--- src/rtl/i2c_apb_if.sv ---
// APB bus bundle between the system bus and the I2C register front-end.
//   PSEL, PENABLE, PWRITE : transfer control (setup phase, then access phase)
//   PADDR, PWDATA         : byte address and write data
//   PRDATA, PREADY        : read data and ready (always ready)
//   PSLVERR               : error response, valid in the access phase
// The master modport is the bus side; the slave modport is the register block.
interface i2c_apb_if;
  logic        PSEL;
  logic        PENABLE;
  logic        PWRITE;
  logic [31:0] PADDR;
  logic [31:0] PWDATA;
  logic [31:0] PRDATA;
  logic        PREADY;
  logic        PSLVERR;

  modport master (
    output PSEL, PENABLE, PWRITE, PADDR, PWDATA,
    input  PRDATA, PREADY, PSLVERR
  );

  modport slave (
    input  PSEL, PENABLE, PWRITE, PADDR, PWDATA,
    output PRDATA, PREADY, PSLVERR
  );
endinterface

--- src/rtl/i2c_apb_ctrl.sv ---
// APB register front-end for the I2C master engine.
// Zero-wait APB slave with TX/RX byte FIFOs, a launch/done sequencer,
// status/level reporting and a maskable, registered interrupt.
// Ports:
//   PCLK, rst     : clock (rising edge) and asynchronous active-high reset
//   apb           : APB slave port (i2c_apb_if.slave)
//   eng_start     : one-cycle launch pulse to the engine
//   eng_addr_rw   : {slave address, R/W} from the ADDR register
//   eng_cnt       : byte count from the CNT register
//   eng_done      : transfer-complete pulse from the engine
//   eng_nack      : NACK pulse from the engine (eng_done follows)
//   eng_tx_rd     : engine pops the TX FIFO
//   eng_tx_data   : TX FIFO head byte
//   eng_tx_empty  : TX FIFO empty
//   eng_rx_wr     : engine pushes eng_rx_data into the RX FIFO
//   eng_rx_data   : received byte
//   irq           : OR of enabled interrupt status bits, registered
module i2c_apb_ctrl #(
  parameter int FIFO_DEPTH = 16,
  parameter int FIFO_AW    = 4
) (
  input  logic        PCLK,
  input  logic        rst,
  i2c_apb_if.slave    apb,
  output logic        eng_start,
  output logic [7:0]  eng_addr_rw,
  output logic [7:0]  eng_cnt,
  input  logic        eng_done,
  input  logic        eng_nack,
  input  logic        eng_tx_rd,
  output logic [7:0]  eng_tx_data,
  output logic        eng_tx_empty,
  input  logic        eng_rx_wr,
  input  logic [7:0]  eng_rx_data,
  output logic        irq
);
  localparam int LW = FIFO_AW + 1;
  localparam logic [LW-1:0]      FULL_LVL = LW'(FIFO_DEPTH);
  localparam logic [LW-1:0]      LVL_ZERO = {LW{1'b0}};
  localparam logic [FIFO_AW-1:0] PTR_ONE  = {{(FIFO_AW-1){1'b0}}, 1'b1};

  typedef enum logic [1:0] {
    ST_IDLE   = 2'd0,
    ST_LAUNCH = 2'd1,
    ST_RUN    = 2'd2
  } state_t;

  state_t              state_r;
  logic                eng_start_r;
  logic [7:0]          addr_r;
  logic [7:0]          cnt_r;
  logic [2:0]          irq_en_r;
  logic [LW-1:0]       rxthr_r;
  logic [3:0]          irq_stat_r;
  logic                irq_r;

  logic [7:0]          tx_mem [FIFO_DEPTH];
  logic [FIFO_AW-1:0]  tx_wr_ptr_r;
  logic [FIFO_AW-1:0]  tx_rd_ptr_r;
  logic [LW-1:0]       tx_lvl_r;
  logic [7:0]          rx_mem [FIFO_DEPTH];
  logic [FIFO_AW-1:0]  rx_wr_ptr_r;
  logic [FIFO_AW-1:0]  rx_rd_ptr_r;
  logic [LW-1:0]       rx_lvl_r;

  logic                access_s, wr_s, rd_s, busy_s, run_s;
  logic                ctrl_wr_s, addr_wr_s, cnt_wr_s, txd_wr_s, rxd_rd_s;
  logic                stat_wr_s, thr_wr_s, start_req_s, start_s, err_s;
  logic [31:0]         rdata_s, status_s;
  logic                tx_full_s, tx_empty_s, rx_full_s, rx_empty_s;
  logic                tx_flush_s, rx_flush_s, tx_pop_s, rx_push_s, rx_ovf_s;
  logic [LW-1:0]       tx_lvl_nxt_s, rx_lvl_nxt_s;
  logic                rxthr_hit_s;
  logic [3:0]          irq_set_s, w1c_s;
  logic                unused_s;

  assign access_s    = apb.PSEL & apb.PENABLE;
  assign wr_s        = access_s & apb.PWRITE;
  assign rd_s        = access_s & ~apb.PWRITE;
  assign busy_s      = (state_r != ST_IDLE);
  assign run_s       = (state_r == ST_RUN);
  assign tx_full_s   = (tx_lvl_r == FULL_LVL);
  assign tx_empty_s  = (tx_lvl_r == LVL_ZERO);
  assign rx_full_s   = (rx_lvl_r == FULL_LVL);
  assign rx_empty_s  = (rx_lvl_r == LVL_ZERO);
  assign start_s     = start_req_s & ~busy_s;
  assign tx_flush_s  = ctrl_wr_s & apb.PWDATA[1];
  assign rx_flush_s  = ctrl_wr_s & apb.PWDATA[2];
  assign tx_pop_s    = eng_tx_rd & ~tx_empty_s;
  assign rx_push_s   = eng_rx_wr & ~rx_full_s;
  assign rx_ovf_s    = eng_rx_wr & rx_full_s;
  assign unused_s    = ^{apb.PADDR[31:8], apb.PWDATA[31:11]};

  // Status word assembly
  always_comb begin
    status_s              = 32'h0000_0000;
    status_s[0]           = busy_s;
    status_s[1]           = tx_full_s;
    status_s[2]           = tx_empty_s;
    status_s[3]           = rx_full_s;
    status_s[4]           = rx_empty_s;
    status_s[8 +: LW]     = tx_lvl_r;
    status_s[16 +: LW]    = rx_lvl_r;
  end

  // Address decode, read mux and error response for the access phase
  always_comb begin
    ctrl_wr_s   = 1'b0;
    addr_wr_s   = 1'b0;
    cnt_wr_s    = 1'b0;
    txd_wr_s    = 1'b0;
    rxd_rd_s    = 1'b0;
    stat_wr_s   = 1'b0;
    thr_wr_s    = 1'b0;
    start_req_s = 1'b0;
    err_s       = 1'b0;
    rdata_s     = 32'h0000_0000;
    if (access_s) begin
      case (apb.PADDR[7:0])
        8'h00: begin
          ctrl_wr_s   = wr_s;
          start_req_s = wr_s & apb.PWDATA[0];
          // A refused START still lets the flush and enable bits take effect.
          err_s       = wr_s & apb.PWDATA[0] & busy_s;
          rdata_s     = rd_s ? {21'h00_0000, irq_en_r, 8'h00} : 32'h0000_0000;
        end
        8'h04: begin
          addr_wr_s = wr_s & ~busy_s;
          err_s     = wr_s & busy_s;
          rdata_s   = rd_s ? {24'h00_0000, addr_r} : 32'h0000_0000;
        end
        8'h08: begin
          cnt_wr_s = wr_s & ~busy_s;
          err_s    = wr_s & busy_s;
          rdata_s  = rd_s ? {24'h00_0000, cnt_r} : 32'h0000_0000;
        end
        8'h0C: begin
          // Full rejects the push even if the engine pops this same cycle.
          txd_wr_s = wr_s & ~tx_full_s;
          err_s    = wr_s & tx_full_s;
        end
        8'h10: begin
          rxd_rd_s = rd_s & ~rx_empty_s;
          err_s    = rd_s & rx_empty_s;
          rdata_s  = (rd_s & ~rx_empty_s) ? {24'h00_0000, rx_mem[rx_rd_ptr_r]} : 32'h0000_0000;
        end
        8'h14: begin
          rdata_s = rd_s ? status_s : 32'h0000_0000;
        end
        8'h18: begin
          stat_wr_s = wr_s;
          rdata_s   = rd_s ? {28'h000_0000, irq_stat_r} : 32'h0000_0000;
        end
        8'h1C: begin
          thr_wr_s = wr_s;
          rdata_s  = rd_s ? 32'(rxthr_r) : 32'h0000_0000;
        end
        default: begin
          err_s = 1'b1;
        end
      endcase
    end else begin
      err_s = 1'b0;
    end
  end

  // Next FIFO levels; flush wins over any same-cycle push or pop
  always_comb begin
    tx_lvl_nxt_s = LVL_ZERO;
    rx_lvl_nxt_s = LVL_ZERO;
    if (tx_flush_s) begin
      tx_lvl_nxt_s = LVL_ZERO;
    end else begin
      tx_lvl_nxt_s = tx_lvl_r + {{FIFO_AW{1'b0}}, txd_wr_s} - {{FIFO_AW{1'b0}}, tx_pop_s};
    end
    if (rx_flush_s) begin
      rx_lvl_nxt_s = LVL_ZERO;
    end else begin
      rx_lvl_nxt_s = rx_lvl_r + {{FIFO_AW{1'b0}}, rx_push_s} - {{FIFO_AW{1'b0}}, rxd_rd_s};
    end
  end

  // Threshold fires only on the crossing, not while the level sits above it.
  assign rxthr_hit_s = (rxthr_r != LVL_ZERO) & (rx_lvl_nxt_s >= rxthr_r) & (rx_lvl_r < rxthr_r);
  assign irq_set_s   = {rx_ovf_s, rxthr_hit_s, eng_nack & run_s, eng_done & run_s};
  assign w1c_s       = stat_wr_s ? apb.PWDATA[3:0] : 4'h0;

  // Transfer sequencer with registered launch pulse
  always_ff @(posedge PCLK or posedge rst) begin
    if (rst) begin
      state_r     <= ST_IDLE;
      eng_start_r <= 1'b0;
    end else begin
      case (state_r)
        ST_IDLE: begin
          if (start_s) begin
            state_r     <= ST_LAUNCH;
            eng_start_r <= 1'b1;
          end else begin
            eng_start_r <= 1'b0;
          end
        end
        ST_LAUNCH: begin
          state_r     <= ST_RUN;
          eng_start_r <= 1'b0;
        end
        ST_RUN: begin
          eng_start_r <= 1'b0;
          if (eng_done) begin
            state_r <= ST_IDLE;
          end
        end
        default: begin
          state_r     <= ST_IDLE;
          eng_start_r <= 1'b0;
        end
      endcase
    end
  end

  // Configuration registers
  always_ff @(posedge PCLK or posedge rst) begin
    if (rst) begin
      addr_r   <= 8'h00;
      cnt_r    <= 8'h00;
      irq_en_r <= 3'b000;
      rxthr_r  <= LVL_ZERO;
    end else begin
      if (addr_wr_s) addr_r   <= apb.PWDATA[7:0];
      if (cnt_wr_s)  cnt_r    <= apb.PWDATA[7:0];
      if (ctrl_wr_s) irq_en_r <= apb.PWDATA[10:8];
      if (thr_wr_s)  rxthr_r  <= apb.PWDATA[LW-1:0];
    end
  end

  // Interrupt status (set beats clear) and registered interrupt line
  always_ff @(posedge PCLK or posedge rst) begin
    if (rst) begin
      irq_stat_r <= 4'h0;
      irq_r      <= 1'b0;
    end else begin
      irq_stat_r <= (irq_stat_r & ~w1c_s) | irq_set_s;
      irq_r      <= |(irq_stat_r[2:0] & irq_en_r);
    end
  end

  // TX FIFO pointers and level
  always_ff @(posedge PCLK or posedge rst) begin
    if (rst) begin
      tx_wr_ptr_r <= {FIFO_AW{1'b0}};
      tx_rd_ptr_r <= {FIFO_AW{1'b0}};
      tx_lvl_r    <= LVL_ZERO;
    end else if (tx_flush_s) begin
      tx_wr_ptr_r <= {FIFO_AW{1'b0}};
      tx_rd_ptr_r <= {FIFO_AW{1'b0}};
      tx_lvl_r    <= LVL_ZERO;
    end else begin
      if (txd_wr_s) tx_wr_ptr_r <= tx_wr_ptr_r + PTR_ONE;
      if (tx_pop_s) tx_rd_ptr_r <= tx_rd_ptr_r + PTR_ONE;
      tx_lvl_r <= tx_lvl_nxt_s;
    end
  end

  // RX FIFO pointers and level
  always_ff @(posedge PCLK or posedge rst) begin
    if (rst) begin
      rx_wr_ptr_r <= {FIFO_AW{1'b0}};
      rx_rd_ptr_r <= {FIFO_AW{1'b0}};
      rx_lvl_r    <= LVL_ZERO;
    end else if (rx_flush_s) begin
      rx_wr_ptr_r <= {FIFO_AW{1'b0}};
      rx_rd_ptr_r <= {FIFO_AW{1'b0}};
      rx_lvl_r    <= LVL_ZERO;
    end else begin
      if (rx_push_s) rx_wr_ptr_r <= rx_wr_ptr_r + PTR_ONE;
      if (rxd_rd_s)  rx_rd_ptr_r <= rx_rd_ptr_r + PTR_ONE;
      rx_lvl_r <= rx_lvl_nxt_s;
    end
  end

  // FIFO storage; contents need no reset since the levels gate every read
  always_ff @(posedge PCLK) begin
    if (txd_wr_s) tx_mem[tx_wr_ptr_r] <= apb.PWDATA[7:0];
    if (rx_push_s & ~rx_flush_s) rx_mem[rx_wr_ptr_r] <= eng_rx_data;
  end

  assign apb.PRDATA   = rdata_s;
  assign apb.PREADY   = 1'b1;
  assign apb.PSLVERR  = err_s;
  assign eng_start    = eng_start_r;
  assign eng_addr_rw  = addr_r;
  assign eng_cnt      = cnt_r;
  assign eng_tx_data  = tx_mem[tx_rd_ptr_r];
  assign eng_tx_empty = tx_empty_s;
  assign irq          = irq_r;
endmodule

--- src/flat_wrapper.sv ---
// flat-port wrapper written by rule: the top's interface ports become plain ports
module i2c_apb_ctrl_flat 
#(
  parameter int FIFO_DEPTH = 16,
  parameter int FIFO_AW    = 4
)
  (PCLK, rst, eng_start, eng_addr_rw, eng_cnt, eng_done, eng_nack, eng_tx_rd, eng_tx_data, eng_tx_empty, eng_rx_wr, eng_rx_data, irq, apb_PSEL, apb_PENABLE, apb_PWRITE, apb_PADDR, apb_PWDATA, apb_PRDATA, apb_PREADY, apb_PSLVERR);
  i2c_apb_if apb_i ();
  input  logic PCLK;
  input  logic rst;
  output logic eng_start;
  output logic [7:0] eng_addr_rw;
  output logic [7:0] eng_cnt;
  input  logic eng_done;
  input  logic eng_nack;
  input  logic eng_tx_rd;
  output logic [7:0] eng_tx_data;
  output logic eng_tx_empty;
  input  logic eng_rx_wr;
  input  logic [7:0] eng_rx_data;
  output logic irq;
  input wire logic [$bits(apb_i.PSEL)-1:0] apb_PSEL;
  input wire logic [$bits(apb_i.PENABLE)-1:0] apb_PENABLE;
  input wire logic [$bits(apb_i.PWRITE)-1:0] apb_PWRITE;
  input wire logic [$bits(apb_i.PADDR)-1:0] apb_PADDR;
  input wire logic [$bits(apb_i.PWDATA)-1:0] apb_PWDATA;
  output wire logic [$bits(apb_i.PRDATA)-1:0] apb_PRDATA;
  output wire logic [$bits(apb_i.PREADY)-1:0] apb_PREADY;
  output wire logic [$bits(apb_i.PSLVERR)-1:0] apb_PSLVERR;
  assign apb_i.PSEL = apb_PSEL;
  assign apb_i.PENABLE = apb_PENABLE;
  assign apb_i.PWRITE = apb_PWRITE;
  assign apb_i.PADDR = apb_PADDR;
  assign apb_i.PWDATA = apb_PWDATA;
  assign apb_PRDATA = apb_i.PRDATA;
  assign apb_PREADY = apb_i.PREADY;
  assign apb_PSLVERR = apb_i.PSLVERR;
  i2c_apb_ctrl #(.FIFO_DEPTH(FIFO_DEPTH), .FIFO_AW(FIFO_AW)) u_core (.PCLK(PCLK), .rst(rst), .apb(apb_i), .eng_start(eng_start), .eng_addr_rw(eng_addr_rw), .eng_cnt(eng_cnt), .eng_done(eng_done), .eng_nack(eng_nack), .eng_tx_rd(eng_tx_rd), .eng_tx_data(eng_tx_data), .eng_tx_empty(eng_tx_empty), .eng_rx_wr(eng_rx_wr), .eng_rx_data(eng_rx_data), .irq(irq));
endmodule
--- config.mk ---
export PLATFORM = sky130hd
export DESIGN_NAME = i2c_apb_ctrl_flat
export DESIGN_NICKNAME = d
export VERILOG_FILES = /design/src/rtl/i2c_apb_if.sv /design/src/rtl/i2c_apb_ctrl.sv /design/src/flat_wrapper.sv
export SDC_FILE = /design/constraint.sdc
export NUM_CORES = 1
export LEC_CHECK = 0
export CAP_MARGIN = 15
export CORE_MARGIN = 4
export CORE_UTILIZATION = 34
export CTS_CLUSTER_DIAMETER = 100
export DETAILED_ROUTE_END_ITERATION = 10
export GPL_TIMING_DRIVEN = 0
export PLACE_DENSITY = 0.53
export SKIP_LAST_GASP = 1
export SLEW_MARGIN = 40
export SYNTH_ARGS = -nofsm -noshare
export SYNTH_HDL_FRONTEND = slang
export SYNTH_SLANG_ARGS = --single-unit
--- constraint.sdc ---
create_clock -name PCLK -period 7.1 [get_ports PCLK]
set_input_delay 1.42 -clock PCLK [delete_from_list [all_inputs] [get_ports PCLK]]
set_output_delay 1.42 -clock PCLK [all_outputs]
set_load 0.02 [all_outputs]
==> impl_results.md <==
- Status: finished, final reports clean
- H-tree level count: 2
- Core Util, Final: 0.417
- Vias per std cell: 4.98
- Area Growth Syn to Fin: 21.3%
- Grt ovf: 0
- First-pass GRT wire length: between 50 and 60 mm
- RSZ-0062 raised after global routing: no
- Post-CTS Setup Inserts: 0
- Max-slew headroom: 0.453
- DRT iter0 DRCs: 497
- Die height: 208 µm
- Async set-reset flop share out of synthesis: 0.185
- RD Place Congestion: a little over 0.8
- Post-synthesis instance total: 822
- Post-DP HPWL: 22.9 mm
- Prevailing post-synth register cell: edfxtp_1
- Final period util: 0.812
- Reg-to-reg slack, setup: 3.22 ns
- Worst slew pin tran: 0.817 ns
- Vias in the first global route: 7998
- CP Capture Type: primary output
- Critical Path RT: 5.68 ns
- Clock skew: 0.0294 ns
- Hold Path Class: register to register
- Post-CTS Hold Fix Bufs: 0
- Clk buf depth: 3
- Finished Layout Cells: approximately 1500
- Worst EP arrival: between 4 and 5 ns
- DRC: 0
- CTS resizes: 0
- Library cells used by synthesis: between 60 and 70
- Max-slew violations: 0
- Antenna violations before repair: 0
- Clock sink count: 314
- Synthesized area: 0.0137 mm²
- Sequential element share of the synthesized area: 0.669
- Die width: around 210 µm
- Initial core utilization: 0.344
- ANT nets after route: 0
- Clk_lat worst skew: around 0.54 ns
- Critical path launch point type: input pin
- P per Cell Area: 322 mW/mm²
- Vias: about 7600
- Port bufs: between 80 and 90
- Worst hold slack: 0.518 ns
- Routed WL: 32.6 mm
- Num CTS Buffers: 36
- FMAX: about 170 MHz
- Final Hold Viols: 0
- Num rows: 73
- Avg Inst Size Synth: roughly 17 µm²
- Placed insts: 1461
- I/O pin count: 142
- Drt wl/cell: 21.4 µm
- CTS clk-pin slew, worst paths: 0.06 ns
- Core area: 0.0397 mm²
- Post-synthesis register bit count: 314
- CTS tree: built
- Max-Cap Viols: 0
- Final #Nets: about 1100
- Die Area: between 0.04 and 0.05 mm²
- Share of cells above drive strength 1: 0.234
- Ys Warns: 0
- WS Path Type: input pin to primary output
- Worst-path fanout max: 10
- Aggregate global-route resource usage: 0.151
- Pre-Repair DR Iteration Count: 4
- Leakage power: 0.00585 µW
- Number of synthesized flops with an enable pin: about 260
- Final setup fails: 0
- Tmin final: between 5 and 6 ns
- Root Driver: clkbuf_16
- Fin Setup TNS: 0 ns
- Antenna cells: 0
- VDD IR max: 0.000169 V
- Pin count of the biggest net entering global routing: 42
[metrics by stage]
| stage | setup slack, ns | instance area, µm² | power [µW] |
|---|---|---|---|
| CTS | 1.32 | 16600 | 5400 |
| global placement | 1.33 | 15200 | 3520 |
| finish | 1.34 | 16600 | 5330 |
| detailed placement | 1.32 | 15400 | 3570 |
| floorplan | 2.55 | 13700 | 3110 |
| global route | 1.19 | 16600 | 5630 |
[synth_stat cells (all sizes together) (3+ instances only)]
cell type	count	area share
edfxtp	256	0.56
mux4	62	0.10
dfrtp	58	0.11
nor2	48	0.013
buf	37	0.017
inv	36	0.0099
ha	31	0.028
mux2	28	0.023
mux2i	26	0.019
nand2	26	0.0071
clkbuf	18	0.0049
a21oi	16	0.0059
and2	14	0.0066
nor3	14	0.0059
o21ai	14	0.0051
a22oi	12	0.0070
and3	11	0.0050
nor4	10	0.0050
xor2	10	0.0064
a221oi	8	0.0051
nand3	8	0.0033
nor2b	8	0.0037
xnor2	8	0.0051
a22o	7	0.0045
nand4	7	0.0032
a31oi	4	0.0018
nor3b	4	0.0026
nor4b	4	0.0048
a21o	3	0.0016
and4b	3	0.0022
nor4bb	3	0.0022
o211ai	3	0.0016
o2bb2ai	3	0.0019
[layout by cell type, fill, tap and decap left out, types with 18 or more instances in the layout]
cell type	instances
ha_1	31
mux4_2	62
clkbuf_16	38
edfxtp_1	256
nand2_1	26
clkbuf_1	25
mux2_2	28
clkdlybuf4s50_1	77
nor2_1	41
buf_2	40
buf_4	18
mux2i_1	26
inv_1	35
dfrtp_1	58
[registers in the layout (all words and copies together), names as in the netlist]
signal              count
u_core.rxthr_r          5
u_core.tx_mem         128
u_core.eng_cnt          8
u_core.rx_rd_ptr_r      4
u_core.state_r          2
u_core.irq              1
u_core.rx_lvl_r         5
u_core.tx_wr_ptr_r      4
u_core.rx_wr_ptr_r      4
u_core.irq_stat_r       4
u_core.eng_addr_rw      8
u_core.irq_en_r         3
u_core.tx_lvl_r         5
u_core.tx_rd_ptr_r      4
u_core.eng_start        1
u_core.rx_mem         128
[routing by layer]
metal	vias up	part of all wire	global-route usage	routed length [µm]
li1	3485	-	-	-
met5	-	0	0	0
met2	160	0.50	0.248	16300
met1	3884	0.44	0.206	14300
met4	0	0.024	0.0485	777
met3	55	0.039	0.0246	1270
[cell type report]
class	instances	area, µm²
fillers	3617	23200
flip-flops and latches	314	9140
multi-input cells	430	4250
clock buffers	46	991
repair buffers	101	916
well taps	525	657
plain buffers	55	300
clock inverters	17	170
inverters	36	138
[power breakdown]
| part | switching [µW] | total (µW) | internal (µW) |
|---|---|---|---|
| Combinational | 698 | 1300 | 597 |
| Clock | 717 | 1810 | 1100 |
| Sequential | 83.0 | 2220 | 2130 |
[critical path, cell delays in order]
cell             delay, ns
clkdlybuf4s50_1       0.49
buf_2                 0.24
nor4b_4               0.48
clkbuf_1              0.45
a22oi_1               0.25
o21ai_0               0.33
clkdlybuf4s50_1       0.67
[cell families (layout without fill, tap and decap cells)]
group	after synthesis	count (layout)	share of synthesized area
xor gates and xnor gates	18	18	0.0115
AOI/OAI and AO/OA	79	79	0.0404
and+or+nand+nor	169	169	0.0708
muxes	116	116	0.144
adders and majority gates	33	33	0.0313
buffers and inverters	91	255	0.0318
other	2	15	0.000550
DFF	314	314	0.669
[worst paths after layout]
path,startpoint,endpoint,cells past startpoint
max in group asynchronous,rst,u_core.rx_rd_ptr_r[2],3
max reg2reg,u_core.rx_lvl_r[2],u_core.irq_stat_r[2],18
max,apb_PADDR[2],apb_PRDATA[5],7
min reg2reg,u_core.irq_stat_r[3],u_core.irq_stat_r[3],1
min in group asynchronous,rst,u_core.tx_lvl_r[3],2
min,u_core.irq_stat_r[3],u_core.irq_stat_r[3],1
Note: power is estimated with default switching activity, not from simulation.
